**src/rtl/ibus_dbus_arbiter_pkg.sv**
```systemverilog
// -----------------------------------------------------------------------------
// ibus_dbus_arbiter_pkg
// Shared encodings for the instruction/data bus arbiter:
//   - arb_state_e  : 3-bit FSM state encoding
//   - RST_ENABLE   : active level of the synchronous reset
//   - CHIP_ENABLE  : active level of if_ce / mem_ce
//   - STOP/NO_STOP : levels of a pipeline stall bit
//   - STALL_W / STALL_IF_ID : stall vector width and the IF/ID hold bit
// The NOP / zero word is all-zero at any data width and is written as '0.
// -----------------------------------------------------------------------------
package ibus_dbus_arbiter_pkg;

  typedef enum logic [2:0] {
    ST_IDLE       = 3'd0,
    ST_MEM_BUSY   = 3'd1,
    ST_MEM_DONE   = 3'd2,
    ST_IF_BUSY    = 3'd3,
    ST_IF_DISCARD = 3'd4,
    ST_IF_WAIT    = 3'd5
  } arb_state_e;

  localparam logic RST_ENABLE  = 1'b1;
  localparam logic CHIP_ENABLE = 1'b1;
  localparam logic STOP        = 1'b1;
  localparam logic NO_STOP     = 1'b0;

  localparam int STALL_W     = 6;
  localparam int STALL_IF_ID = 1;

  // True when the pipeline controller is holding the IF/ID register.
  function automatic logic if_id_held(input logic [STALL_W-1:0] stall_vec);
    return stall_vec[STALL_IF_ID] == STOP;
  endfunction

endpackage

```
**src/rtl/ibus_dbus_arbiter.sv**
```systemverilog
// -----------------------------------------------------------------------------
// ibus_dbus_arbiter
// Shares one req/ack memory bus between instruction fetch and the MEM-stage
// load/store port. MEM wins when both ask in the same IDLE cycle; a bus cycle,
// once started, is never preempted and its address/data stay stable until ack.
//
// Ports
//   clk, rst       : clock, synchronous active-high reset
//   stall[5:0]     : pipeline stall vector (bit 1 = IF/ID hold)
//   flush          : exception flush, one-cycle pulse
//   if_ce/if_addr  : fetch request and PC          -> if_inst, stallreq_if
//   mem_ce/we/sel/addr/wdata : MEM-stage access    -> mem_rdata, stallreq_mem
//   bus_req/we/sel/addr/wdata: registered bus master outputs
//   bus_rdata/bus_ack        : slave response, ack latency >= 1 cycle
// -----------------------------------------------------------------------------
module ibus_dbus_arbiter
  import ibus_dbus_arbiter_pkg::*;
#(
  parameter int ADDR_W = 32,
  parameter int DATA_W = 32
) (
  input  logic                clk,
  input  logic                rst,
  input  logic [STALL_W-1:0]  stall,
  input  logic                flush,
  // instruction fetch port
  input  logic                if_ce,
  input  logic [ADDR_W-1:0]   if_addr,
  output logic [DATA_W-1:0]   if_inst,
  output logic                stallreq_if,
  // MEM-stage data port
  input  logic                mem_ce,
  input  logic                mem_we,
  input  logic [DATA_W/8-1:0] mem_sel,
  input  logic [ADDR_W-1:0]   mem_addr,
  input  logic [DATA_W-1:0]   mem_wdata,
  output logic [DATA_W-1:0]   mem_rdata,
  output logic                stallreq_mem,
  // external memory bus
  output logic                bus_req,
  output logic                bus_we,
  output logic [DATA_W/8-1:0] bus_sel,
  output logic [ADDR_W-1:0]   bus_addr,
  output logic [DATA_W-1:0]   bus_wdata,
  input  logic [DATA_W-1:0]   bus_rdata,
  input  logic                bus_ack
);

  arb_state_e          state_q;
  logic                bus_req_q;
  logic                bus_we_q;
  logic [DATA_W/8-1:0] bus_sel_q;
  logic [ADDR_W-1:0]   bus_addr_q;
  logic [DATA_W-1:0]   bus_wdata_q;
  logic [DATA_W-1:0]   mem_rdata_q;
  logic [DATA_W-1:0]   inst_q;       // instruction held while IF/ID is stalled

  logic mem_go;
  logic if_go;
  logic if_hold;

  assign mem_go  = (mem_ce == CHIP_ENABLE) && !flush;
  assign if_go   = (if_ce  == CHIP_ENABLE) && !flush;
  assign if_hold = if_id_held(stall);

  // Only the IF/ID hold bit matters here; the rest of the vector is ignored.
  logic unused_stall;
  assign unused_stall = ^{stall[STALL_W-1:STALL_IF_ID+1], stall[STALL_IF_ID-1:0]};

  // State and every registered output live in one block so the bus outputs
  // change on exactly the edges that enter or leave a BUSY state.
  // NOTE: sequential state is written with <= so every register samples the
  // pre-edge values regardless of statement order.
  always_ff @(posedge clk) begin
    if (rst == RST_ENABLE) begin
      // An in-flight cycle is abandoned here; dropping bus_req is the abort.
      state_q     <= ST_IDLE;
      bus_req_q   <= 1'b0;
      bus_we_q    <= 1'b0;
      bus_sel_q   <= '0;
      bus_addr_q  <= '0;
      bus_wdata_q <= '0;
      mem_rdata_q <= '0;
      inst_q      <= '0;
    end else begin
      case (state_q)
        ST_IDLE: begin
          if (mem_go) begin
            state_q     <= ST_MEM_BUSY;
            bus_req_q   <= 1'b1;
            bus_we_q    <= mem_we;
            bus_sel_q   <= mem_sel;
            bus_addr_q  <= mem_addr;
            bus_wdata_q <= mem_wdata;
          end else if (if_go) begin
            state_q     <= ST_IF_BUSY;
            bus_req_q   <= 1'b1;
            bus_we_q    <= 1'b0;
            bus_sel_q   <= '1;
            bus_addr_q  <= if_addr;
            bus_wdata_q <= '0;
          end
        end

        ST_MEM_BUSY: begin
          if (bus_ack) begin
            state_q     <= ST_MEM_DONE;
            // Stores return nothing useful; present zero to the pipeline.
            mem_rdata_q <= bus_we_q ? '0 : bus_rdata;
            bus_req_q   <= 1'b0;
            bus_we_q    <= 1'b0;
            bus_sel_q   <= '0;
            bus_addr_q  <= '0;
            bus_wdata_q <= '0;
          end
        end

        // One cycle with stallreq_mem low so the MEM stage can advance.
        ST_MEM_DONE: state_q <= ST_IDLE;

        ST_IF_BUSY: begin
          if (bus_ack) begin
            bus_req_q   <= 1'b0;
            bus_we_q    <= 1'b0;
            bus_sel_q   <= '0;
            bus_addr_q  <= '0;
            bus_wdata_q <= '0;
            if (!flush && if_hold) begin
              state_q <= ST_IF_WAIT;
              inst_q  <= bus_rdata;
            end else begin
              state_q <= ST_IDLE;
            end
          end else if (flush) begin
            // The slave still owes an ack; finish the cycle and drop the data.
            state_q <= ST_IF_DISCARD;
          end
        end

        ST_IF_DISCARD: begin
          if (bus_ack) begin
            state_q     <= ST_IDLE;
            bus_req_q   <= 1'b0;
            bus_we_q    <= 1'b0;
            bus_sel_q   <= '0;
            bus_addr_q  <= '0;
            bus_wdata_q <= '0;
          end
        end

        ST_IF_WAIT: begin
          if (flush) begin
            state_q <= ST_IDLE;
            inst_q  <= '0;
          end else if (stall[STALL_IF_ID] == NO_STOP) begin
            state_q <= ST_IDLE;
          end
        end

        default: state_q <= ST_IDLE;
      endcase
    end
  end

  // The fetched word bypasses the register on an unstalled ack so IF/ID can
  // capture it on the same edge the bus cycle ends.
  // NOTE: always_comb gets a default first so no path leaves if_inst
  // unassigned, which would infer a latch.
  always_comb begin
    if_inst = '0;
    if (state_q == ST_IF_BUSY && bus_ack && !flush) begin
      if_inst = bus_rdata;
    end else if (state_q == ST_IF_WAIT) begin
      if_inst = inst_q;
    end
  end

  assign stallreq_if  = (if_ce == CHIP_ENABLE) && !flush
                      && !(state_q == ST_IF_BUSY && bus_ack)
                      && (state_q != ST_IF_WAIT);
  assign stallreq_mem = (mem_ce == CHIP_ENABLE) && (state_q != ST_MEM_DONE);

  assign mem_rdata = mem_rdata_q;
  assign bus_req   = bus_req_q;
  assign bus_we    = bus_we_q;
  assign bus_sel   = bus_sel_q;
  assign bus_addr  = bus_addr_q;
  assign bus_wdata = bus_wdata_q;

endmodule

```
**config.mk**
```make
export PLATFORM = sky130hd
export DESIGN_NAME = ibus_dbus_arbiter
export DESIGN_NICKNAME = d
export VERILOG_FILES = /design/src/rtl/ibus_dbus_arbiter_pkg.sv /design/src/rtl/ibus_dbus_arbiter.sv
export SDC_FILE = /design/constraint.sdc
export NUM_CORES = 1
export LEC_CHECK = 0
export CAP_MARGIN = 10
export CORE_ASPECT_RATIO = 1.5
export CORE_UTILIZATION = 40
export CTS_BUF_LIST = sky130_fd_sc_hd__clkbuf_8
export CTS_CLUSTER_SIZE = 14
export DETAILED_ROUTE_END_ITERATION = 12
export GPL_ROUTABILITY_DRIVEN = 0
export PLACE_DENSITY = 0.78
export SYNTH_ARGS = -nofsm -noshare
export SYNTH_HDL_FRONTEND = slang
export SYNTH_SLANG_ARGS = --single-unit
```
**constraint.sdc**
```tcl
create_clock -name clk -period 4.85 [get_ports clk]
set_input_delay 0.97 -clock clk [delete_from_list [all_inputs] [get_ports clk]]
set_output_delay 0.97 -clock clk [all_outputs]
set_load 0.1 [all_outputs]
```
## After elaboration in Yosys (flattened, before gate mapping)

Cells that the tools add are included.

- Flip-flop bits (word level): 137
- Word-level logic and storage cells: 76
- Output and inout bits: 136

- Reductions and logical operators: 18
- Muxes and demuxes: 35
- Equal/unequal tests: 15

Operator list:

| kind | count |
|---|---|
| two-way mux 32 bit | 11 |
| one-hot mux 32 bit (2 select lines) | 3 |
| two-way mux 3 bit | 9 |
| one-hot mux 3 bit (5 select lines) | 1 |
| two-way mux 4 bit | 3 |
| inequality test 3 bit, second input constant | 4 |
| inequality test 2 bit, second input constant | 5 |
| logical AND 1 bit | 8 |
| one-hot mux 4 bit (2 select lines) | 1 |
| equality test 3 bit, second input constant | 2 |
| two-way mux 1 bit | 5 |
| AND reduction 5 bit | 1 |
| one-hot mux 1 bit (2 select lines) | 2 |
| AND reduction 4 bit | 1 |
| nonzero test 2 bit | 2 |
| equality test 3 x 1 -> 1 bit, second input constant | 1 |
| equality test 3 x 2 -> 1 bit, second input constant | 1 |
| zero test 3 bit | 1 |
| inequality test 3 x 2 -> 1 bit, second input constant | 1 |
| AND reduction 3 bit | 1 |
| OR reduction 3 bit | 1 |
| zero test 1 bit | 2 |
| inequality test 2 x 1 -> 1 bit, second input constant | 1 |
| AND reduction 2 bit | 1 |

## Logic depth before layout (Yosys ltp)

- Word-level depth: 5
- Mapped depth: 7

## Worst setup path before layout

No wires, ideal clock.

- Path type: input to output
- From: input port bus_ack
- To: output port if_inst[10]
- Cell stages on the path: 4
- Slack: 1.474 ns
- Path buffers: 1
- Data arrival time: 2.406 ns
- Path through: nand3b_1 -> nor3_1 -> buf_2 -> a22o_1

- Longest elaborated chain between the ends: 3

RTL lines:

| element | RTL line | source |
|---|---|---|
| from (decl) | ibus_dbus_arbiter.sv:46 | `input logic bus_ack` |
| logical AND 1 bit (2 in a row) | ibus_dbus_arbiter.sv:171 | `if (state_q == ST_IF_BUSY && bus_ack && !flush) begin` |
| two-way mux 32 bit | ibus_dbus_arbiter.sv:171 |  |
| to (decl) | ibus_dbus_arbiter.sv:29 | `output logic [DATA_W-1:0] if_inst,` |

Every way passes these cells.

## Worst setup path in the final report

- From: input port bus_ack
- To: output port if_inst[23]

Same word-level chain as after synthesis.

==> flow_summary.toml <==
[global_route]
antenna_found_initial = 2
first_global_vias = 5944
grt_use_total = 0.2531
grt_pass1_wl_um = 30840
grt-ovfl-total = 0
grt_max_degree = 101

[logic_synthesis]
synthAdderAreaFrac = 0
synth_top_family_by_area = "compound AO/OA/AOI/OAI gates"
synth-main-ff-cell = "dfxtp_1"
synth_compound_area_frac = 0.2969
yosysSeqAreaShare = 0.4561
synth_edf_count = 0
ys_types = 40
synth_xor_area_frac = 0
syn_avg_cell_area_um2 = 9.153
netlist_area_mm2 = 0.006013
yosysWarningCount = 0
yosys_register_bits = 137
synth_async_sr_flop_share = 0
synthCells = 657
synthMuxAreaShare = 0.004994
synth-simple-area-share = 0.1833
synth_nets = 802

[die]
fp.dieW_um = 102.1
initial_core_util = 0.4120
placeableCoreArea_mm2 = 0.01459
chipHeight_um = 152.2
placementRows = 54
pin_count = 281
die_area_mm2 = 0.01554

[drt]
wl_per_cell_um = 17.45
avgViaCountPerCell = 5.456
wl_um = 19340
antenna_left = 0
num_vias = 6045
dr.pass1.iters = 4
drc = 0
drt_iter0_markers = 181

[finish]
syn2layout_area_growth_pct = 60.03
finalNetCount = 1043
drive_gt1_frac = 0.1328
fin_cells = 1108
fill_cells = 1187

[sta]
tightest_slew_ps = 1053
rsz0062_at_grt = "no"
hold_viol_final = 0
drv_slew = 0
period_needed_ps = 3751
fin_worst_skew_ps = 8.790
finalSetupTns_ps = 0
setup_viol = 0
max_clock_freq_mhz = 266.6
relSlewSlack = 0.2956
fin_crit_sh = 0.7734
fin_hold_ws_ps = 451.6

[setup_path]
crit_slowest_cell = "clkdlybuf4s50_1"
worst-path-buf-inv = 3
crit_family = "buffers and inverters"
endpoint_kind = "output port"
cpPeakStageDelay_ps = 600
path_cells = "clkdlybuf4s50_1 -> nand3b_1 -> nor3_2 -> buf_4 -> a22o_1 -> buf_12"
crit_cells = 6
worstSetupStartpointType = "input port"
crit_arrival_ps = 2780
crit_type = "input port to output port"
cp.required_ps = 3880
rr_worst_depth = 5
cp_max_fo = 32

[pwr]
power_density_mw_per_mm2 = 512.7
leakage_nw = 3.655
vdd_ir_drop_max_v = 0.0004035

[clocking]
clk_pin_slew_ps = 80
ctsResizeCount = 0
ctsHtreeMaxLevel = 4
cts_tree = "yes"
cts_buffers = 17
hold_buffers = 0
post-cts-setup-buffers = 0
cts_root_buffer = "clkbuf_8"
cts_buffer_depth = 2
clock_latency_ps = 430
cts_sinks = 137

[hold_path]
hold_depth = 2
min_path_type = "flip-flop to flip-flop"

[run]
maxCapViolCount = 0

[run_status]
status = "completed"

[place]
io_buffers = 275
place_inst = 1074
dp_hpwl_um = 13220
-- cell families after synthesis --
kind of cell / count (synthesis)
compound gates: 211
buf+inv: 73
flops: 137
mux: 3
simple gates: 233
-- flip-flops by register name, summed over array words and instances, names as in the netlist --
name	count
bus_wdata	32
mem_rdata	32
state_q	3
bus_we	1
bus_addr	32
bus_req	1
inst_q	32
bus_sel	4
-- layout make-up --
cell class / count / area [um2] / area share
clock buffers: 18 / 247.7 / 0.02574
flip-flops and latches: 137 / 2743 / 0.2850
clock inverters: 14 / 210.2 / 0.02184
inverters: 2 / 7.507 / 0.0007801
repair buffers: 293 / 3223 / 0.3349
well taps: 196 / 245.2 / 0.02548
multi-input cells: 447 / 2944 / 0.3059
diodes: 1 / 2.502 / 0.0002600
-- cell usage after synthesis, types with 2 or more instances --
| cell | number | share of area |
|---|---|---|
| a41o_1 | 31 | 0.052 |
| nor2b_1 | 2 | 0.0021 |
| mux2i_1 | 3 | 0.0050 |
| nand2b_1 | 4 | 0.0042 |
| nor3_1 | 3 | 0.0025 |
| a21oi_1 | 35 | 0.029 |
| or3_1 | 2 | 0.0021 |
| nand2_1 | 136 | 0.085 |
| clkbuf_1 | 47 | 0.029 |
| a221oi_1 | 4 | 0.0058 |
| nand3b_1 | 34 | 0.042 |
| o21ai_1 | 17 | 0.014 |
| o21bai_1 | 4 | 0.0050 |
| buf_6 | 8 | 0.015 |
| buf_2 | 15 | 0.012 |
| dfxtp_1 | 137 | 0.46 |
| and2_1 | 3 | 0.0031 |
| a22o_1 | 65 | 0.095 |
| a221oi_2 | 27 | 0.067 |
| and3b_1 | 2 | 0.0029 |
| inv_1 | 2 | 0.0012 |
| nand3_1 | 33 | 0.027 |
| o21ai_0 | 17 | 0.014 |
| nor2_1 | 10 | 0.0062 |
-- stage by stage --
stage	total power [mW]	utilization	cell area (um2)	worst slack, ps
2_1_floorplan	3.288	-	6013	1474
3_3_place_gp	3.854	0.6259	9135	1132
3_5_place_dp	3.872	0.6259	9135	1102
4_1_cts	4.954	0.6573	9593	1102
5_1_grt	5.128	0.6594	9623	1007
6_report	4.934	0.6594	9623	1099
-- report_power, final --
part / leakage [nW] / internal (mW) / total, mW / switching, mW
Sequential: 1.11 / 1.29 / 1.41 / 0.113
Combinational: 2.32 / 0.656 / 2.45 / 1.79
Clock: 0.225 / 0.590 / 1.08 / 0.489
Total: 3.66 / 2.54 / 4.93 / 2.39
-- cells in the final DEF (no fill, tap or decap), drive strengths merged, types with 3 or more instances in the layout --
| master | n |
|---|---|
| a21oi | 35 |
| a221oi | 31 |
| a22o | 65 |
| a41o | 31 |
| and2 | 3 |
| buf | 52 |
| bufinv | 4 |
| clkbuf | 18 |
| clkdlybuf4s50 | 241 |
| dfxtp | 137 |
| inv | 8 |
| mux2i | 3 |
| nand2 | 136 |
| nand2b | 4 |
| nand3 | 33 |
| nand3b | 34 |
| nor2 | 10 |
| nor3 | 4 |
| o21ai | 34 |
| o21bai | 4 |
-- worst register-to-register path: cells and delay by family, from the launching register on --
kind	cells	cell delay [ps]
AOI/OAI and AO/OA	2	420
buffers and inverters	1	560
DFF	1	610
and+or+nand+nor	2	570
-- metal layers --
layer,part of all wire,global-route usage
met3,0.062,0.06009
met2,0.52,0.4477
met5,0.00062,0
met4,0.037,0.1224
met1,0.38,0.2760
-- final timing paths --
kind              slack, ps      endpoint    startpoint
setup / recovery       1100   if_inst[23]       bus_ack
hold / removal          450  mem_rdata[9]  mem_rdata[9]
setup reg to reg       2590  bus_addr[30]    state_q[0]
hold reg to reg         450  mem_rdata[9]  mem_rdata[9]
No activity file was read; power rests on OpenSTA's default activity.
